**src/rtl/carry_chain_adder.sv**
```systemverilog
// Registered add/sub/accumulate stage with carry chaining across beats and a valid/ready handshake.
// Optional unsigned saturation on final chain words: define CARRY_CHAIN_ADDER_SAT_EN.
module carry_chain_adder #(
    parameter int              WIDTH    = 8,
    parameter logic [WIDTH-1:0] ACC_INIT = '0
) (
    input  logic             clk,
    input  logic             rst_n,
    input  logic             on_off,
    input  logic             in_valid,
    output logic             in_ready,
    input  logic [WIDTH-1:0] a,
    input  logic [WIDTH-1:0] b,
    input  logic [1:0]       op,
    input  logic             carry_in,
    input  logic             carry_listen,
    input  logic             chain_last,
    output logic             out_valid,
    input  logic             out_ready,
    output logic [WIDTH-1:0] c,
    output logic             carry_out
);

    localparam logic [1:0] OP_ADD      = 2'b00;
    localparam logic [1:0] OP_SUB      = 2'b01;
    localparam logic [1:0] OP_ACC_ADD  = 2'b10;
    localparam logic [1:0] OP_ACC_LOAD = 2'b11;

    typedef enum logic {
        ST_IDLE  = 1'b0,
        ST_CHAIN = 1'b1
    } chain_state_t;

    chain_state_t     state_q, state_d;
    logic             out_valid_q, out_valid_d;
    logic [WIDTH-1:0] c_q, c_d;
    logic             cout_q, cout_d;
    logic             carry_q, carry_d;
    logic [WIDTH-1:0] acc_q, acc_d;

    logic             accept;
    logic             drain;
    logic             cy;
    logic [WIDTH-1:0] opb;
    logic [WIDTH:0]   sum;
    logic [WIDTH-1:0] res_c;
    logic             res_co;

    // While gated off nothing is accepted or drained, so every register holds.
    assign in_ready = on_off & (~out_valid_q | out_ready);
    assign accept   = in_valid & in_ready;
    assign drain    = on_off & out_valid_q & out_ready;

    always_comb begin
        cy = 1'b0;
        if (state_q == ST_CHAIN) begin
            cy = carry_q;
        end else if (carry_listen) begin
            cy = carry_in;
        end else begin
            cy = (op == OP_SUB);
        end
    end

    always_comb begin
        opb = '0;
        case (op)
            OP_ADD:      opb = b;
            OP_SUB:      opb = ~b;
            OP_ACC_ADD:  opb = acc_q;
            OP_ACC_LOAD: opb = '0;
            default:     opb = '0;
        endcase
        sum    = {1'b0, a} + {1'b0, opb} + {{WIDTH{1'b0}}, cy};
        res_c  = sum[WIDTH-1:0];
        res_co = sum[WIDTH];
        if (op == OP_ACC_LOAD) begin
            res_c  = a;
            res_co = 1'b0;
        end
`ifdef CARRY_CHAIN_ADDER_SAT_EN
        // Only the most significant word of a chain clamps; lower words must wrap to stay exact.
        if (chain_last) begin
            if ((op == OP_ADD || op == OP_ACC_ADD) && sum[WIDTH]) begin
                res_c  = '1;
                res_co = 1'b1;
            end else if (op == OP_SUB && !sum[WIDTH]) begin
                res_c = '0;
            end
        end
`endif
    end

    always_comb begin
        state_d     = state_q;
        out_valid_d = out_valid_q;
        c_d         = c_q;
        cout_d      = cout_q;
        carry_d     = carry_q;
        acc_d       = acc_q;
        if (accept) begin
            out_valid_d = 1'b1;
            c_d         = res_c;
            cout_d      = res_co;
            carry_d     = chain_last ? 1'b0 : res_co;
            acc_d       = res_c;
            state_d     = chain_last ? ST_IDLE : ST_CHAIN;
        end else if (drain) begin
            out_valid_d = 1'b0;
        end
    end

    always_ff @(posedge clk or negedge rst_n) begin
        if (!rst_n) begin
            state_q     <= ST_IDLE;
            out_valid_q <= 1'b0;
            c_q         <= '0;
            cout_q      <= 1'b0;
            carry_q     <= 1'b0;
            acc_q       <= ACC_INIT;
        end else begin
            state_q     <= state_d;
            out_valid_q <= out_valid_d;
            c_q         <= c_d;
            cout_q      <= cout_d;
            carry_q     <= carry_d;
            acc_q       <= acc_d;
        end
    end

    assign out_valid = on_off & out_valid_q;
    assign c         = on_off ? c_q : '0;
    assign carry_out = on_off & cout_q;

endmodule

```
**config.mk**
```make
export PLATFORM = sky130hd
export DESIGN_NAME = carry_chain_adder
export DESIGN_NICKNAME = d
export VERILOG_FILES = /design/src/rtl/carry_chain_adder.sv
export SDC_FILE = /design/constraint.sdc
export NUM_CORES = 1
export LEC_CHECK = 0
export BUFFER_PORTS_ARGS = -buffer_cell sky130_fd_sc_hd__buf_2
export CORE_UTILIZATION = 53
export CTS_CLUSTER_DIAMETER = 120
export CTS_CLUSTER_SIZE = 8
export DETAILED_ROUTE_END_ITERATION = 8
export PLACE_DENSITY_LB_ADDON = 0.1
export REMOVE_ABC_BUFFERS = 1
export SETUP_SLACK_MARGIN = 0.02
export SYNTH_ARGS = -nofsm -noshare
export SYNTH_HDL_FRONTEND = slang
export SYNTH_SLANG_ARGS = --single-unit
```
**constraint.sdc**
```tcl
create_clock -name clk -period 4.7 [get_ports clk]
set_clock_uncertainty 0.05 [all_clocks]
set_input_delay 0.705 -clock clk [delete_from_list [all_inputs] [get_ports clk]]
set_output_delay 0.705 -clock clk [all_outputs]
set_load 0.005 [all_outputs]
```
==> key figures, run 1 <==
Outcome
  • Status: completed

Timing
  • Final hold vios: 0
  • Final Max Tran Viols: 0
  • Worst slew pin tran: 544.7 ps
  • Final worst setup slack: 1433 ps
  • Maximum clock rate: 306.1 MHz
  • RSZ-0062 raised after global routing: no
  • Final setup fails: 0
  • Fin crit period: 3267 ps
  • Rel. slew slack: 0.6359
  • Setup TNS: 0 ps
  • Final period util: 0.6951

Synthesis
  • Synth area leader: dfrtp_1
  • Largest family of logic cells by synthesized area: compound AO/OA/AOI/OAI gates
  • Simple-Gate Fraction of Synth Area: 0.2279
  • Synth top area cells: dfrtp_1 (27%), mux2i_1 (9.2%), ha_1 (8.0%)
  • Post-synthesis compound-gate area fraction: 0.2405
  • Sequential area share after synthesis: 0.2749
  • Adder-cell share of the synthesized area: 0.1168
  • Seq cells post-synth: 12
  • Main flop type after synthesis: dfrtp_1
  • Mux cell area share after synthesis: 0.09164
  • Share of the synthesized area in the top cell type: 0.2749
  • Asr flop ratio synth: 1.000
  • Cell count after synthesis: 134
  • Synth Area in XOR/XNOR: 0.01604
  • Post-Syn Area: 0.001092 mm²
  • EDFF count, synth: 0
  • Synth top cells by count: nand2_1 (18), a21oi_1 (12), and2_1 (12), dfrtp_1 (12), mux2i_1 (10)
  • Unique masters post-synth: 30
  • Yosys warning count: 0
  • Avg Inst Size Synth: 8.151 µm²
  • Top-count cell post-synth: nand2_1

Setup path
  • Startpoint Class: input pin
  • Max stage delay on crit path: 440 ps
  • Crit-path cells: buf_2, nand2b_1, nor2_1, a21oi_1, o21ai_1, fa_1, fa_1, a211oi_1, o21ai_1, o21ai_0, mux2i_1, nand3_1
  • Worst path buffer plus inverter count: 1
  • Setup CP Type: input pin to register
  • Critical path fanouts, max: 11
  • Slowest stage cell, crit path: fa_1
  • WP data required: ~4800 ps
  • Worst Setup End Kind: register
  • CP delay by family, top: adder cells
  • Critical Path AT: about 3400 ps

CTS
  • H-tree Lvls: 1
  • Worst-Skew Late Latency: 290 ps
  • CTS Root Cell: clkbuf_4
  • Setup bufs post-CTS: 0
  • TritonCTS Sinks: 12
  • CTS Hold Bufs: 0
  • CTS tree: built
  • Number of buffers created by CTS: 3
  • Worst-path clk slew: 100 ps
  • CTS Buffer Depth: 2
  • Post-CTS resize count: 0

Final layout
  • Area Growth Syn to Fin: 19.70%
  • # fillers: 178
  • Inserted Diodes: 0
  • Fin nets: around 200
  • Share of layout cells above drive strength 1: 0.2455

Floorplan
  • Full die area: 0.002246 mm²
  • Die W: 47.40 µm
  • FP Rows: 16
  • Chip height: roughly 47 µm
  • Io pins: 37
  • Effective utilization at floorplan: 0.5625
  • Core Area: 0.001942 mm²

Power and ir drop
  • LEAKAGE: 0.6636 nW
  • Peak VDD IR: 0.0001872 V
  • Power density over cell area: 313.2 mW/mm²

Global route
  • First-pass GRT wire length: 4.353 mm
  • Total Routing Usage GR: 0.2829
  • Largest net degree at the start of global routing: 16
  • Vias in the first global route: slightly above 1000
  • Initial antenna violation count: 0
  • Grt total ovfl: 0

Drt
  • Vias after detailed routing: 1130
  • First-pass iteration count of the detailed router: 5
  • Routed WL per cell: 14.79 µm
  • Avg Vias per Cell: between 5 and 6
  • Antenna-violating nets left: 0
  • DR iter-0 viols: 25
  • Residual DRC: 0
  • Final WL: ~2.9 mm

Placement
  • Routability congestion estimate from global placement: 0.9196
  • Worst setup slack after placement: 1213 ps
  • IO buf count: 36
  • HPWL after detailed placement: 2.096 mm

Run
  • Max cap viols: 0

Worst hold path
  • HP Class: input pin to async pin
-- metrics by stage --
step	util	cell area (µm²)	hold WS, ps	power, mW	cells
after detailed placement	0.6546	1271	412.9	0.3177	190
after global placement	0.6546	1271	410.2	0.3097	190
after floorplan	-	1057	359.4	0.2587	127
after CTS	0.6733	1308	233.7	0.4070	194
after global routing	0.6733	1308	243.2	0.4403	194
final	0.6733	1308	227.6	0.4096	194
-- cell usage in the layout, fill, tap and decap left out, drive strengths merged --
cell type,count
buf,36
nand2,18
a21oi,12
and2,12
dfrtp,12
mux2i,10
o22ai,8
nor2,8
o21ai,8
ha,7
nand3,6
clkbuf,4
and3,3
nor3,3
a21o,3
nand2b,2
a31oi,2
o21a,2
fa,2
a211oi,1
o311ai,1
a211o,1
o211ai,1
xor2,1
xnor2,1
a22o,1
o2111ai,1
o31ai,1
-- worst paths after layout --
path	startpoint	to	slack (ps)	cells after the start
setup / recovery	op[1]	acc_q[6]	1430	12
hold / removal	rst_n	acc_q[1]	230	1
setup reg to reg	acc_q[0]	acc_q[6]	2100	9
hold reg to reg	cout_q	cout_q	430	2
max in group asynchronous	rst_n	carry_q	4130	1
min in group clk	cout_q	cout_q	430	2
-- sequential cells by signal (all words and copies together) (netlist names) --
register,cells
carry_q,1
acc_q,8
state_q,1
cout_q,1
out_valid_q,1
-- layer usage --
| metal | up-vias | global-route usage | share of wire |
|---|---|---|---|
| li1 | 558 | - | - |
| met4 | 0 | 0.1714 | 0.026 |
| met5 | - | 0 | 0 |
| met1 | 514 | 0.3520 | 0.44 |
| met2 | 47 | 0.4384 | 0.48 |
| met3 | 11 | 0.06923 | 0.056 |
-- cell type report --
type	count	area [µm²]	area share
well taps	27	33.78	0.02584
repair buffers	36	180.2	0.1378
clock buffers	4	36.28	0.02775
multi-input cells	115	757.0	0.5789
flip-flops and latches	12	300.3	0.2297
-- worst reg2reg max path: stages (launching register included) --
cell and delay [ps]:
dfrtp_1 400, mux2i_1 150, o22ai_1 120, fa_1 440, fa_1 440, a211oi_1 320
o21ai_1 140, o21ai_0 130, mux2i_1 220, nand3_1 80
-- logic make-up after synthesis --
family	Yosys count
and+or+nand+nor	52
AOI/OAI and AO/OA	42
DFF	12
muxes	10
adders and majority gates	9
buffers and inverters	7
xor gates and xnor gates	2
-- power breakdown --
group | switching (mW) | total, mW | leakage, nW | internal, mW
Sequential | 0.0176 | 0.145 | 0.143 | 0.128
Combinational | 0.0916 | 0.173 | 0.499 | 0.0812
Clock | 0.0443 | 0.0915 | 0.0210 | 0.0473
Total | 0.153 | 0.410 | 0.664 | 0.256
Note: power is estimated with default switching activity, not from simulation.
==> run 2, diff against run 1 <==
--- a/config.mk
+++ b/config.mk
@@ -6,7 +6,7 @@
 export NUM_CORES = 1
 export LEC_CHECK = 0
 export BUFFER_PORTS_ARGS = -buffer_cell sky130_fd_sc_hd__buf_2
-export CORE_UTILIZATION = 53
+export CORE_UTILIZATION = 50
 export CTS_CLUSTER_DIAMETER = 120
 export CTS_CLUSTER_SIZE = 8
 export DETAILED_ROUTE_END_ITERATION = 8
==> constraint.sdc (replaced) <==
create_clock -name clk -period 3.4 [get_ports clk]
set_clock_uncertainty 0.05 [all_clocks]
set_input_delay 0.51 -clock clk [delete_from_list [all_inputs] [get_ports clk]]
set_output_delay 0.51 -clock clk [all_outputs]
set_load 0.005 [all_outputs]
==> key figures, run 2 (synthesis results as in run 1) <==
Setup path
  • Setup CP Type: input pin to register (unchanged)
  • Startpoint Class: input pin (unchanged)
  • Critical path fanouts, max: 9 (was 11)
  • Worst Setup End Kind: register (unchanged)
  • Slowest stage cell, crit path: fa_1 (unchanged)
  • Critical Path AT: 3020 ps (was 3400 ps)
  • Max stage delay on crit path: 440 ps (about the same)
  • WP data required: 3520 ps (was 4840 ps)
  • Crit-path cells: buf_2, nand2b_1, nor2_1, a21oi_1, o21ai_1, fa_1, fa_1, a211oi_1, o21ai_1, o21ai_0, mux2i_1, nand3_1 (unchanged)

Global route
  • Largest net degree at the start of global routing: 16 (unchanged)
  • GRT met2 Usage: 0.4491 (was 0.4384)
  • Total Routing Usage GR: 0.2597 (was 0.2829)
  • Grt total ovfl: 0 (unchanged)
  • Initial antenna violation count: 0 (unchanged)
  • Met1 Usage GRT: 0.3162 (was 0.3520)
  • Vias in the first global route: 1112 (was 1008)
  • GR Layer Usage met3: 0.05660 (was 0.06923)
  • First-pass GRT wire length: 4.712 mm (was 4.353 mm)
  • Grt peak-use layer: met2 (unchanged)

Drt
  • Vias after detailed routing: 1122 (was 1130)
  • Antenna-violating nets left: 0 (unchanged)
  • First-pass iteration count of the detailed router: 4 (was 5)
  • Final WL: 2.656 mm (was 2.870 mm)
  • DR iter-0 viols: 15 (was 25)
  • Routed WL per cell: 13.62 µm (was 14.79 µm)
  • Avg Vias per Cell: 5.754 (was 5.825)
  • Residual DRC: 0 (unchanged)

Timing
  • Final worst setup slack: 506.1 ps (was 1433 ps)
  • Setup TNS: 0 ps (unchanged)
  • Worst slew pin tran: 531.0 ps (was 544.7 ps)
  • Final setup fails: 0 (unchanged)
  • Final period util: 0.8512
  • Maximum clock rate: approximately 350 MHz
  • Fin crit period: 2894 ps
  • RSZ-0062 raised after global routing: no (unchanged)
  • Final hold vios: 0 (unchanged)
  • Rel. slew slack: 0.6450 (was 0.6359)
  • Final Max Tran Viols: 0 (unchanged)

Final layout
  • Inserted Diodes: 0 (unchanged)
  • Most flop-heavy register: acc_q (unchanged)
  • Area Growth Syn to Fin: 20.39% (was 19.70%)
  • Most frequent cells in the layout: buf_2 (36), nand2_1 (18), a21oi_1 (12), and2_1 (12), dfrtp_1 (12) (unchanged)
  • # fillers: 185 (was 178)
  • Fin nets: 204 (was 203)
  • Flip-flop count of the largest register after layout: 8 (unchanged)
  • Share of layout cells above drive strength 1: 0.2500 (was 0.2455)
  • Final Cell Area: 0.001315 mm² (was 0.001308 mm²)
  • Final Core Density: 0.6569 (was 0.6733)
  • Most common cell after layout, fill and taps aside: buf_2 (unchanged)

CTS
  • CTS Hold Bufs: 0 (unchanged)
  • Worst-Skew Late Latency: 290 ps (about the same)
  • H-tree Lvls: 1 (unchanged)
  • Setup bufs post-CTS: 0 (unchanged)
  • CTS Root Cell: clkbuf_4 (unchanged)
  • TritonCTS Sinks: 12 (unchanged)
  • Worst-path clk slew: 80 ps (was 100 ps)
  • CTS Buffer Depth: 2 (unchanged)
  • Number of buffers created by CTS: 3 (unchanged)
  • CTS tree: built (unchanged)
  • Post-CTS resize count: 0 (unchanged)

Worst hold path
  • HP Class: input pin to async pin (unchanged)

Floorplan
  • Full die area: 0.002376 mm² (was 0.002246 mm²)
  • Io pins: 37 (unchanged)
  • FP Rows: 16 (unchanged)
  • Core Area: 0.002002 mm² (was 0.001942 mm²)
  • Chip height: 48.74 µm (was 47.40 µm)
  • Die W: 48.74 µm (was 47.40 µm)
  • Effective utilization at floorplan: 0.5456 (was 0.5625)

Placement
  • Worst setup slack after placement: 221.7 ps (was 1213 ps)
  • HPWL after detailed placement: 2.078 mm (was 2.096 mm)
  • Routability congestion estimate from global placement: 0.8916 (was 0.9196)
  • Placed cell areas: 0.001279 mm² (was 0.001271 mm²)
  • IO buf count: 36 (unchanged)

Power and ir drop
  • Peak VDD IR: 0.0003180 V (was 0.0001872 V)
  • Tot Pwr: 554.8 µW (was 409.6 µW)
  • LEAKAGE: 0.6684 nW (was 0.6636 nW)
  • Power density over cell area: 421.9 mW/mm² (was 313.2 mW/mm²)

Outcome
  • Status: completed (unchanged)

Run
  • Max cap viols: 0 (unchanged)
## run 2: stage by stage
stage                     hold slack (ps)  std cells
after CTS                           50.15        195
after global placement              358.4        191
final                               41.46        195
after floorplan                     164.4        127
after global routing                54.04        195
after detailed placement            362.1        191
## run 2: final timing paths
kind                             from       end  slack (ps)  depth (start not counted)
hold reg to reg                cout_q    cout_q         440                          2
setup / recovery                op[1]  acc_q[6]         510                         12
setup reg to reg             acc_q[0]  acc_q[6]         830                          9
hold / removal                  rst_n  acc_q[2]          40                          1
max in group asynchronous       rst_n   carry_q        3030                          1
min in group clk           chain_last   carry_q         370                          2
## run 2: area by class of cell
cell class	count	area, µm²	area share
Multi-Input combinational cell	115	757.0	0.5756
Sequential cell	12	300.3	0.2284
Timing Repair Buffer	37	187.7	0.1427
Clock buffer	4	36.28	0.02759
Tap cell	27	33.78	0.02569
## run 2: metal layers
layer	share of wire	vias to the layer above	wire (µm)
li1	-	565	-
met1	0.45	516	1207
met2	0.48	36	1268
met3	0.055	5	145
met4	0.013	0	35
met5	0	-	0
## run 2: power breakdown
part           internal, mW  total [mW]  switching (mW)
logic                 0.112       0.234           0.122
registers             0.176       0.199          0.0229
clock network        0.0653       0.121          0.0558
## run 2: critical path: cells and delay by family
kind	cells	cell delay [ps]
simple gates	3	500
compound gates	5	760
buf+inv	1	170
mux	1	210
fa+ha+maj	2	860
==> run 3, diff against run 2 <==
==> constraint.sdc (replaced) <==
create_clock -name clk -period 2.95 [get_ports clk]
set_clock_uncertainty 0.05 [all_clocks]
set_input_delay 0.4425 -clock clk [delete_from_list [all_inputs] [get_ports clk]]
set_output_delay 0.4425 -clock clk [all_outputs]
set_load 0.005 [all_outputs]
==> key figures, run 3 (synthesis results as in run 1) <==
Placement
  • Routability congestion estimate from global placement: 0.9275 (was 0.8916)
  • Placed cell areas: 0.001301 mm² (was 0.001279 mm²)
  • IO buf count: 36 (unchanged)
  • HPWL after detailed placement: 2.138 mm (was 2.078 mm)

Setup path
  • R2R depth: 9 (unchanged)
  • CP delay by family, top: adder cells (unchanged)
  • Max stage delay on crit path: 440 ps (about the same)
  • R2r startpoint: acc_q[0] (unchanged)
  • Crit-path cells: buf_2, nand2b_1, nor2_1, a21oi_1, o21ai_1, fa_1, fa_1, a211oi_1, o21ai_1, o21ai_0, mux2i_1, nand3_1 (unchanged)
  • Worst Setup End Kind: register (unchanged)
  • Reg2reg end: acc_q[6] (unchanged)
  • Reg2reg setup slack: 390 ps (was 830 ps)
  • WP data required: 3070 ps (was 3520 ps)
  • WP depth: 12 (unchanged)
  • Critical path fanouts, max: 4 (was 9)
  • Startpoint Class: input pin (unchanged)
  • Critical Path AT: 2730 ps (was 3020 ps)
  • Slowest stage cell, crit path: fa_1 (unchanged)
  • Setup CP Type: input pin to register (unchanged)
  • Worst path buffer plus inverter count: 1 (unchanged)

Drt
  • Antenna-violating nets left: 0 (unchanged)
  • WL met3: 129 µm (was 145 µm)
  • Avg Vias per Cell: 5.658 (was 5.754)
  • Top Layer Used: met4 (unchanged)
  • Routed WL per cell: 14.14 µm (was 13.62 µm)
  • Met2 WL: 1.334 mm (was 1.268 mm)
  • DR iter-0 viols: 13 (was 15)
  • Vias after detailed routing: 1126 (was 1122)
  • Residual DRC: 0 (unchanged)
  • Wire length on met1: 1.325 mm (was 1.207 mm)
  • First-pass iteration count of the detailed router: 4 (unchanged)
  • Final WL: 2.814 mm (was 2.656 mm)

Run
  • Max cap viols: 0 (unchanged)

Floorplan
  • FP Rows: 16 (unchanged)
  • Full die area: 0.002376 mm² (unchanged)
  • Io pins: 37 (unchanged)
  • Core Area: 0.002002 mm² (unchanged)
  • Chip height: 48.74 µm (unchanged)
  • Die W: 48.74 µm (unchanged)
  • Effective utilization at floorplan: 0.5456 (unchanged)

CTS
  • Worst-Skew Late Latency: 280 ps (was 290 ps)
  • TritonCTS Sinks: 12 (unchanged)
  • Number of buffers created by CTS: 3 (unchanged)
  • CTS Buffer Depth: 2 (unchanged)
  • Post-CTS resize count: 0 (unchanged)
  • Worst-path clk slew: 90 ps (was 80 ps)
  • H-tree Lvls: 1 (unchanged)
  • CTS Root Cell: clkbuf_4 (unchanged)
  • CTS tree: built (unchanged)

Power and ir drop
  • Power density over cell area: 479.3 mW/mm² (was 421.9 mW/mm²)
  • LEAKAGE: 0.6864 nW (was 0.6684 nW)
  • Combinational share of power: 0.425 (was 0.422)
  • Peak VDD IR: 0.0003449 V (was 0.0003180 V)
  • Internal Power: 411.3 µW (was 354.1 µW)
  • Net Switching: 234.5 µW (was 200.7 µW)
  • Sw frac: 0.3632 (was 0.3617)
  • Clock group share of total power: 0.217 (was 0.218)
  • Register share of total power: 0.358 (was 0.359)

Timing
  • Worst slew pin tran: 537.0 ps (was 531.0 ps)
  • Final hold vios: 0 (unchanged)
  • Fin crit period: roughly 2600 ps
  • Final Max Tran Viols: 0 (unchanged)
  • Maximum clock rate: 382.5 MHz
  • RSZ-0062 raised after global routing: no (unchanged)
  • Rel. slew slack: 0.6410 (was 0.6450)
  • Final setup fails: 0 (unchanged)
  • Final period util: 0.8862
  • Setup TNS: 0 ps (unchanged)

Final layout
  • Final Cell Area: 0.001348 mm² (was 0.001315 mm²)
  • Most flop-heavy register: acc_q (unchanged)
  • Most common cell after layout, fill and taps aside: buf_2 (unchanged)
  • Inserted Diodes: 0 (unchanged)
  • Most frequent cells in the layout: buf_2 (36), nand2_1 (18), a21oi_1 (12), and2_1 (12), dfrtp_1 (12) (unchanged)
  • Flip-flop count of the largest register after layout: 8 (unchanged)
  • Fin nets: 208 (was 204)
  • Area Growth Syn to Fin: 23.37% (was 20.39%)
  • Final Core Density: 0.6731 (was 0.6569)
  • Share of layout cells above drive strength 1: 0.2616 (was 0.2500)

Global route
  • Largest net degree at the start of global routing: 16 (unchanged)
  • Initial antenna violation count: 0 (unchanged)
  • Total Routing Usage GR: 0.2602 (was 0.2597)
  • Grt total ovfl: 0 (unchanged)
  • Vias in the first global route: 1089 (was 1112)
  • First-pass GRT wire length: 4.747 mm (was 4.712 mm)

Worst hold path
  • HP Class: input pin to register (was input pin to async pin)
  • Hold depth: 2
  • Hold Path End: carry_q
  • Hold path startpoint: chain_last

Outcome
  • Status: completed (unchanged)
==> run 3: cell types whose count changed in the layout (fill, tap and decap cells not counted) <==
| cell | delta |
|---|---|
| buf_4 | +3 |
| dlygate4sd3_1 | +1 |
==> run 3: worst max-delay path by stage <==
stage / startpoint / to / slack [ps]
final: op[1] / acc_q[6] / 340
after detailed placement: op[1] / acc_q[6] / 70
after global routing: op[1] / acc_q[6] / 140
after global placement: op[1] / acc_q[6] / 170
after floorplan: op[1] / acc_q[6] / 320
after CTS: op[1] / acc_q[6] / 350
==> run 3: final cells by class <==
| class | count | area, µm² |
|---|---|---|
| clock buffer | 4 | 36.28 |
| fill | 183 | 654.4 |
| multi-input combinational | 115 | 757.0 |
| sequential | 12 | 300.3 |
| tap | 27 | 33.78 |
| timing repair buffer | 41 | 220.2 |
==> run 3: power by group through the flow <==
stage	clock network [mW]	registers, mW	logic, mW
after floorplan	0	0.225	0.187
after global placement	0	0.232	0.267
after detailed placement	0	0.234	0.273
after CTS	0.141	0.231	0.275
after global routing	0.149	0.238	0.311
final	0.140	0.231	0.275
==> run 3: layer usage <==
| metal | track usage | up-vias |
|---|---|---|
| li1 | - | 566 |
| met1 | 0.3320 | 513 |
| met2 | 0.4491 | 42 |
| met3 | 0.03145 | 5 |
| met4 | 0.09314 | 0 |
| met5 | 0 | - |
==> run 3: timing repair <==
item | 4_1_cts | 5_1_grt
hold endpoints to repair | 5 | 0
hold buffers | 1 | 0
buffers inserted | 0 | 0
==> run 3: through the flow <==
| stage | setup slack (ps) | hold slack [ps] | power [mW] | cells |
|---|---|---|---|---|
| after floorplan | 320.8 | 96.91 | 0.4121 | 127 |
| after global placement | 168.8 | 294.0 | 0.4992 | 194 |
| after detailed placement | 70.01 | 304.3 | 0.5069 | 194 |
| after CTS | 354.8 | 305.1 | 0.6464 | 199 |
| after global routing | 142.1 | 302.9 | 0.6980 | 199 |
| final | 335.7 | 301.9 | 0.6458 | 199 |
